$ cat src/rtl/ps2_pkg.sv
// Shared types and constants for the PS/2 host transmitter and its neighbours.
// Holds the FSM state encoding, the default timing constants and the parity helper.
package ps2_pkg;

    typedef enum logic [2:0] {
        IDLE      = 3'd0,
        INHIBIT   = 3'd1,
        REQ       = 3'd2,
        SEND      = 3'd3,
        ACK       = 3'd4,
        WAIT_IDLE = 3'd5
    } ps2_state_t;

    localparam int unsigned DEF_INHIBIT_CYCLES = 32'd5000;
    localparam int unsigned DEF_TIMEOUT_CYCLES = 32'd750000;

    // The PS/2 frame uses odd parity: the parity bit makes the total count of ones odd.
    function automatic logic odd_parity(input logic [7:0] data);
        return ~^data;
    endfunction

endpackage

$ cat src/rtl/ps2_host_tx_if.sv
// Command handshake between a PS/2 command source and the host transmitter.
// The master offers a byte and watches the completion pulses.
interface ps2_host_tx_if;
    logic [7:0] tx_data;
    logic       tx_valid;
    logic       tx_ready;
    logic       busy;
    logic       done;
    logic       error;

    modport master (output tx_data, output tx_valid,
                    input  tx_ready, input busy, input done, input error);
    modport slave  (input  tx_data, input tx_valid,
                    output tx_ready, output busy, output done, output error);
endinterface

$ cat src/rtl/ps2_sync_edge.sv
// Two-flop synchroniser for one raw PS/2 line plus a falling-edge strobe.
// Resets to the idle-high bus level so leaving reset never fakes an edge.
module ps2_sync_edge (
    input  logic clock,
    input  logic reset_n,
    input  logic i_pin,
    output logic o_sync,
    output logic o_fe
);

    logic r_s1;
    logic r_s2;
    logic r_prev;

    // Synchroniser chain and previous-value register for edge detection.
    always_ff @(posedge clock) begin
        if (!reset_n) begin
            r_s1   <= 1'b1;
            r_s2   <= 1'b1;
            r_prev <= 1'b1;
        end else begin
            r_s1   <= i_pin;
            r_s2   <= r_s1;
            r_prev <= r_s2;
        end
    end

    assign o_sync = r_s2;
    assign o_fe   = r_prev & ~r_s2;

endmodule

$ cat src/rtl/ps2_host_tx.sv
// PS/2 host-to-device command transmitter: inhibit, request-to-send, 10 bits
// clocked by the device, then ACK check, with an overall transaction timeout.
module ps2_host_tx
    import ps2_pkg::*;
#(
    parameter int unsigned INHIBIT_CYCLES = DEF_INHIBIT_CYCLES,
    parameter int unsigned TIMEOUT_CYCLES = DEF_TIMEOUT_CYCLES
) (
    input  logic          clock,
    input  logic          reset_n,
    ps2_host_tx_if.slave  bus,
    input  logic          ps2_clk_i,
    input  logic          ps2_dat_i,
    output logic          ps2_clk_oe,
    output logic          ps2_dat_oe
);

    localparam int unsigned CNT_MAX = (INHIBIT_CYCLES > TIMEOUT_CYCLES) ? INHIBIT_CYCLES : TIMEOUT_CYCLES;
    localparam int          CNT_W   = $clog2(CNT_MAX) + 1;
    localparam logic [CNT_W-1:0] INH_LAST = CNT_W'(INHIBIT_CYCLES - 32'd1);
    localparam logic [CNT_W-1:0] INH_DAT  = CNT_W'(INHIBIT_CYCLES - 32'd2);
    localparam logic [CNT_W-1:0] TO_LAST  = CNT_W'(TIMEOUT_CYCLES - 32'd1);

    ps2_state_t       r_state, w_state;
    logic [CNT_W-1:0] r_cnt, w_cnt;
    logic [9:0]       r_shreg, w_shreg;
    logic [3:0]       r_bitcnt, w_bitcnt;
    logic             r_clk_oe, w_clk_oe;
    logic             r_dat_oe, w_dat_oe;
    logic             r_done, w_done;
    logic             r_error, w_error;
    logic             r_ready, w_ready;
    logic             w_clk_sync, w_clk_fe, w_dat_sync, w_dat_fe_unused, w_timeout;

    ps2_sync_edge u_clk_sync (.clock(clock), .reset_n(reset_n), .i_pin(ps2_clk_i),
                              .o_sync(w_clk_sync), .o_fe(w_clk_fe));
    ps2_sync_edge u_dat_sync (.clock(clock), .reset_n(reset_n), .i_pin(ps2_dat_i),
                              .o_sync(w_dat_sync), .o_fe(w_dat_fe_unused));

    assign w_timeout = (r_cnt == TO_LAST);

    // Next-state, line-drive and pulse logic; the last INHIBIT cycle already drives the start bit.
    always_comb begin
        w_state  = r_state;
        w_cnt    = (&r_cnt) ? r_cnt : r_cnt + {{(CNT_W-1){1'b0}}, 1'b1};
        w_shreg  = r_shreg;
        w_bitcnt = r_bitcnt;
        w_clk_oe = r_clk_oe;
        w_dat_oe = r_dat_oe;
        w_done   = 1'b0;
        w_error  = 1'b0;
        case (r_state)
            IDLE: begin
                w_cnt    = '0;
                w_clk_oe = 1'b0;
                w_dat_oe = 1'b0;
                if (bus.tx_valid && r_ready) begin
                    w_shreg  = {1'b1, odd_parity(bus.tx_data), bus.tx_data};
                    w_bitcnt = 4'd0;
                    w_clk_oe = 1'b1;
                    w_state  = INHIBIT;
                end else begin
                    w_state  = IDLE;
                end
            end
            INHIBIT: begin
                if (r_cnt == INH_LAST) begin
                    w_state  = REQ;
                    w_clk_oe = 1'b0;
                    w_dat_oe = 1'b1;
                    w_cnt    = '0;
                end else if (r_cnt == INH_DAT) begin
                    w_dat_oe = 1'b1;
                end else begin
                    w_dat_oe = 1'b0;
                end
            end
            REQ: begin
                if (w_timeout) begin
                    w_error = 1'b1;
                end else if (w_clk_fe) begin
                    w_dat_oe = ~r_shreg[0];
                    w_bitcnt = 4'd0;
                    w_state  = SEND;
                end else begin
                    w_state  = REQ;
                end
            end
            SEND: begin
                if (w_timeout) begin
                    w_error = 1'b1;
                end else if (w_clk_fe) begin
                    w_shreg  = {1'b1, r_shreg[9:1]};
                    w_dat_oe = ~r_shreg[1];
                    w_bitcnt = r_bitcnt + 4'd1;
                    w_state  = (r_bitcnt == 4'd8) ? ACK : SEND;
                end else begin
                    w_state  = SEND;
                end
            end
            ACK: begin
                w_dat_oe = 1'b0;
                if (w_clk_fe) begin
                    if (!w_dat_sync) begin
                        w_state = WAIT_IDLE;
                    end else begin
                        w_error = 1'b1;
                    end
                end else if (w_timeout) begin
                    w_error = 1'b1;
                end else begin
                    w_state = ACK;
                end
            end
            WAIT_IDLE: begin
                if (w_clk_sync && w_dat_sync) begin
                    w_done  = 1'b1;
                    w_state = IDLE;
                end else if (w_timeout) begin
                    w_error = 1'b1;
                end else begin
                    w_state = WAIT_IDLE;
                end
            end
            default: begin
                w_state  = IDLE;
                w_clk_oe = 1'b0;
                w_dat_oe = 1'b0;
            end
        endcase
        // Any error aborts the frame and frees both lines on the same edge.
        if (w_error) begin
            w_state  = IDLE;
            w_clk_oe = 1'b0;
            w_dat_oe = 1'b0;
        end else begin
            w_state  = w_state;
        end
        w_ready = (w_state == IDLE) && !w_done && !w_error;
    end

    // State and registered-output update with synchronous active-low reset.
    always_ff @(posedge clock) begin
        if (!reset_n) begin
            r_state  <= IDLE;
            r_cnt    <= '0;
            r_shreg  <= 10'd0;
            r_bitcnt <= 4'd0;
            r_clk_oe <= 1'b0;
            r_dat_oe <= 1'b0;
            r_done   <= 1'b0;
            r_error  <= 1'b0;
            r_ready  <= 1'b1;
        end else begin
            r_state  <= w_state;
            r_cnt    <= w_cnt;
            r_shreg  <= w_shreg;
            r_bitcnt <= w_bitcnt;
            r_clk_oe <= w_clk_oe;
            r_dat_oe <= w_dat_oe;
            r_done   <= w_done;
            r_error  <= w_error;
            r_ready  <= w_ready;
        end
    end

    assign bus.tx_ready = r_ready;
    assign bus.busy     = ~r_ready;
    assign bus.done     = r_done;
    assign bus.error    = r_error;
    assign ps2_clk_oe   = r_clk_oe;
    assign ps2_dat_oe   = r_dat_oe;

endmodule

$ cat src/flat_wrapper.sv
// flat-port wrapper written by rule: the top's interface ports become plain ports
module ps2_host_tx_flat import ps2_pkg::*;
#(
    parameter int unsigned INHIBIT_CYCLES = DEF_INHIBIT_CYCLES,
    parameter int unsigned TIMEOUT_CYCLES = DEF_TIMEOUT_CYCLES
)
  (clock, reset_n, ps2_clk_i, ps2_dat_i, ps2_clk_oe, ps2_dat_oe, bus_tx_data, bus_tx_valid, bus_tx_ready, bus_busy, bus_done, bus_error);
  ps2_host_tx_if bus_i ();
  input  logic clock;
  input  logic reset_n;
  input  logic ps2_clk_i;
  input  logic ps2_dat_i;
  output logic ps2_clk_oe;
  output logic ps2_dat_oe;
  input wire logic [$bits(bus_i.tx_data)-1:0] bus_tx_data;
  input wire logic [$bits(bus_i.tx_valid)-1:0] bus_tx_valid;
  output wire logic [$bits(bus_i.tx_ready)-1:0] bus_tx_ready;
  output wire logic [$bits(bus_i.busy)-1:0] bus_busy;
  output wire logic [$bits(bus_i.done)-1:0] bus_done;
  output wire logic [$bits(bus_i.error)-1:0] bus_error;
  assign bus_i.tx_data = bus_tx_data;
  assign bus_i.tx_valid = bus_tx_valid;
  assign bus_tx_ready = bus_i.tx_ready;
  assign bus_busy = bus_i.busy;
  assign bus_done = bus_i.done;
  assign bus_error = bus_i.error;
  ps2_host_tx #(.INHIBIT_CYCLES(INHIBIT_CYCLES), .TIMEOUT_CYCLES(TIMEOUT_CYCLES)) u_core (.clock(clock), .reset_n(reset_n), .bus(bus_i), .ps2_clk_i(ps2_clk_i), .ps2_dat_i(ps2_dat_i), .ps2_clk_oe(ps2_clk_oe), .ps2_dat_oe(ps2_dat_oe));
endmodule
$ cat config.mk
export PLATFORM = sky130hd
export DESIGN_NAME = ps2_host_tx_flat
export DESIGN_NICKNAME = d
export VERILOG_FILES = /design/src/rtl/ps2_pkg.sv /design/src/rtl/ps2_host_tx_if.sv /design/src/rtl/ps2_sync_edge.sv /design/src/rtl/ps2_host_tx.sv /design/src/flat_wrapper.sv
export SDC_FILE = /design/constraint.sdc
export NUM_CORES = 1
export LEC_CHECK = 0
export ABC_CLOCK_PERIOD_IN_PS = 2200
export BUFFER_PORTS_ARGS = -buffer_cell sky130_fd_sc_hd__buf_2
export CORE_ASPECT_RATIO = 0.7
export CORE_MARGIN = 4
export CORE_UTILIZATION = 42
export DETAILED_ROUTE_END_ITERATION = 16
export GPL_TIMING_DRIVEN = 0
export HOLD_SLACK_MARGIN = 0.03
export SYNTH_ARGS = -nofsm -noshare
export SYNTH_HDL_FRONTEND = slang
export SYNTH_HIERARCHICAL = 1
export SYNTH_SLANG_ARGS = --single-unit
$ cat constraint.sdc
create_clock -name clock -period 2.2 [get_ports clock]
set_input_delay 0.22 -clock clock [delete_from_list [all_inputs] [get_ports clock]]
set_output_delay 0.22 -clock clock [all_outputs]
set_load 0.02 [all_outputs]
After elaboration in Yosys (flattened, before gate mapping)
Cells that the tools add are included.
- memories kept: 0
- bits in latches: 0
- ROM bits: 0
- word-level logic and storage cells: 102
- register bits after elaboration: 48
- bits in writable memories: 0
- output and inout bits: 6
- shift operators: 0
- $lt $le $gt $ge: 0
- reduce and logical (&&, ||, !) cells: 19
- equality and inequality tests: 15
- multipliers: 0
- muxes and demuxes: 44
- add/subtract/negate cells: 2
- div/mod/pow operators: 0
- bitwise operators: 8
- operator list (kind ; count):
    21-bit by 13-bit equality test with 1-bit output (second input constant) ; 2
    21-bit 2-to-1 mux ; 2
    21-bit case mux with 2 select lines ; 1
    3-bit 2-to-1 mux ; 11
    10-bit 2-to-1 mux ; 3
    21-bit by 1-bit adder with 21-bit output (second input constant) ; 1
    21-bit by 20-bit equality test with 1-bit output (second input constant) ; 1
    21-bit AND reduction ; 1
    4-bit 2-to-1 mux ; 5
    10-bit case mux with 2 select lines ; 1
    3-bit case mux with 6 select lines ; 1
    1-bit 2-to-1 mux ; 16
    4-bit case mux with 3 select lines ; 1
    2-bit != test (second input constant) ; 4
    8-bit XNOR reduction ; 1
    1-bit NOT ; 7
    3-bit by 2-bit equality test with 1-bit output (second input constant) ; 2
    3-bit equality test (second input constant) ; 2
    3-bit logical NOT ; 2
    1-bit case mux with 3 select lines ; 2
    6-bit AND reduction ; 1
    5-bit AND reduction ; 1
    4-bit by 1-bit adder with 4-bit output (second input constant) ; 1
    4-bit equality test (second input constant) ; 1
    other kinds (12) ; 18

Logic depth before layout (Yosys ltp)
- word-level depth: 9
- depth in mapped cells: 8
- gate-level depth less buffers: 7

Cells and area by module
Netlist, hierarchy kept.
- modules (own cells, without submodules) (module ; cells an instance ; instances ; sequential area each (µm²) ; area an instance (µm²)):
    ps2_host_tx ; 281 ; 1 ; 860.8 ; 2387.3
    ps2_sync_edge ; 7 ; 2 ; 60.1 ; 85.1

Worst setup path after synthesis
Ideal clock, no wire load.
- kind: reg-to-reg
- start point: reg u_core.r_cnt[1]
- end point: reg u_core.r_shreg[0]
- path buffers: 2
- data arrival time: 2.007 ns
- path slack: 0.072 ns
- stages on the path, launching flop included: 8
- setup time: 0.122 ns
- path through: dfxtp_1 -> ha_1 -> nand3_1 -> or4_1 -> buf_2 -> o2111a_2 -> buf_6 -> o311a_1
- word-level cells in the longest chain between the ends: 3
- RTL lines (item ; RTL line ; source):
    start: declaration ; ps2_host_tx.sv:25 ; logic [CNT_W-1:0] r_cnt, w_cnt;
    start signal: assignment ; ps2_host_tx.sv:156 ; r_cnt <= w_cnt;
    21-bit by 20-bit equality test with 1-bit output ; ps2_host_tx.sv:40 ; assign w_timeout = (r_cnt == TO_LAST);
    2-bit != test (no line) ; - ;
    4-bit AND reduction (no line) ; - ;
    end signal: assignment ; ps2_host_tx.sv:157 ; r_shreg <= w_shreg;
    end: declaration ; ps2_host_tx.sv:26 ; logic [9:0] r_shreg, w_shreg;
Every way passes these cells.
A chain may end at the register's enable or synchronous reset.

Worst setup path after layout
- start point: reg u_core.r_cnt[1]
- end point: reg u_core.r_shreg[5]
The elaborated chain is that of the path after synthesis.

==> impl_results.md <==
* Status: complete, no violations
* H-tree levels at 2
* Crit path max fanout at 10
* Worst EP required at 2.39 ns
* PortBufs at 18
* Clk sinks at 48
* # hold bufs at CTS at 0
* 1st-pass router iterations at 4
* Post-Synthesis Cells at ~300
* Largest net degree at the start of global routing at 16
* Hpwl dp at 4380 um
* TritonCTS buffer count at 5
* Max Buffers Root-to-Sink at 2
* Syn avg cell area at 8.65 um2
* Maximum VDD drop at 0.260 mV
* Initial antenna violation count at 0
* Design area at 2960 um2
* Nets at 339
* Non-filler cells, final at around 400
* Drt initial violations at approximately 220
* Core area at slightly below 6000 um2
* Grt ovf at 0
* Area of the die at 7340 um2
* Max-slew headroom at 44.0%
* Root buf cell: clkbuf_8
* GR Util All Layers at 17.4%
* Commonest non-fill, non-tap cell in the layout: dfxtp_1
* Placement row count at 23
* Max cap viols at 0
* Post-Syn Area at around 2500 um2
* Post-route core utilization at 51.1%
* Ant. Diodes at 0
* Count of pins over their slew limit at 0
* CTS clk-pin slew, worst paths at 0.10 ns
* Critical path arrival at 2.29 ns
* Drt wl/cell at 15.5 um
* Leak at around 1.1 nW
* Gpl congestion at 0.890
* Worst Setup SP: u_core/r_cnt[1]
* Initial cell density of the core at 43.7%
* Insertion delay of the later-clocked pin in the worst-skew pair at 0.31 ns
* IO Count at 19
* Tot Pwr at 1.73 mW
* Die X at 101 um
* Critical path endpoint category: flop
* Critical Path Source Type: flop
* Slew at the pin closest to its max-slew limit at 0.833 ns
* Worst hold slack at 0.0809 ns
* Syn_nets at 309
* Vias at 2282
* Share of cells above drive strength 1 at 18.3%
* Most frequent cells in the layout: 44 x dfxtp_1, 22 x nor2_1, 20 x buf_2
* Vias in the first global route at a little over 2000
* Drt via density at 5.73
* Die H at between 70 and 80 um
* Yosys warning total at 6
* Fin crit share at a little over nine tenths
* Setup Crit Path Kind: flop to flop
* TritonCTS clock tree: built
* Placed cell area at 2710 um2
* Post-DRT Antenna Nets at 0
* Routed WL at 6180 um
* Final min period at 2.10 ns
* First-pass GRT wire length at roughly 10000 um
* Area Growth Syn to Fin at 17.0%
* Placed Cells at 385
* Residual DRC count at 0
* # setup viols final at 0
* Clock Skews at 0.0128 ns
* Fin. Hold Viols at 0
* Power per cell area at 585 nW/um2
* Fmax achieved at 0.477 GHz
* RR Startpoint: u_core/r_cnt[1]
* Hold path start: ps2_dat_i
* Unrepaired setup endpoints after global routing: false
* Worst hold-check path type: input pin to flop
[registers in the layout, summed over array words and instances, names as in the netlist, 3 cells and up]
register         count
u_core/r_shreg      10
u_core/r_cnt        21
u_core/r_state       3
u_core/r_bitcnt      4
[final cells by class]
type,count,area [um2]
fill,548,2830
buffer,16,81.3
tap,75,93.8
timing repair buffer,24,135
clock inverter,3,42.5
sequential,48,968
multi-input combinational,219,1540
inverter,8,30.0
clock buffer,5,68.8
[per-stage QoR]
| step | TNS, ns | worst slack, ns |
|---|---|---|
| CTS | 0 | 0.000473 |
| floorplan | 0 | 0.0715 |
| global placement | -4.65 | -0.191 |
| detailed placement | -4.95 | -0.202 |
| global route | 0 | 0.0172 |
| finish | 0 | 0.103 |
[final timing paths]
check | endpoint | slack (ns) | cells past startpoint
setup reg to reg | u_core/r_shreg[5] | 0.10 | 6
hold / removal | u_core/u_dat_sync/r_s1 | 0.08 | 2
hold reg to reg | u_core/u_clk_sync/o_sync | 0.42 | 1
setup / recovery | u_core/r_shreg[5] | 0.10 | 6
[per-layer routing]
| metal | vias up | global-route usage (%) | wire length, um |
|---|---|---|---|
| li1 | 1161 | - | - |
| met1 | 1061 | 26.9 | 3410 |
| met2 | 55 | 24.2 | 2450 |
| met3 | 5 | 3.44 | 269 |
| met4 | 0 | 4.93 | 46 |
| met5 | - | 0 | 0 |
[repair_timing]
action                                 4_1_cts  5_1_grt
resized for setup                            9       18
pin swaps                                    0        3
setup endpoints to repair                   36       36
buffers inserted                             3        3
endpoints found under the hold margin        0        0
[critical path, cell delays in order (launching register included)]
cell	delay, ns
dfxtp_2	0.37
ha_4	0.18
nand3_2	0.10
or4_4	0.58
o2111a_2	0.33
buf_6	0.15
o311a_1	0.28
[report_power, final]
part	internal [mW]	leakage [nW]	switching, mW	total [mW]
clock network	0.337	0.0541	0.307	0.644
logic	0.0734	0.615	0.0971	0.170
registers	0.898	0.393	0.0166	0.915
total	1.31	1.06	0.421	1.73
(Power assumes the default switching activity.)
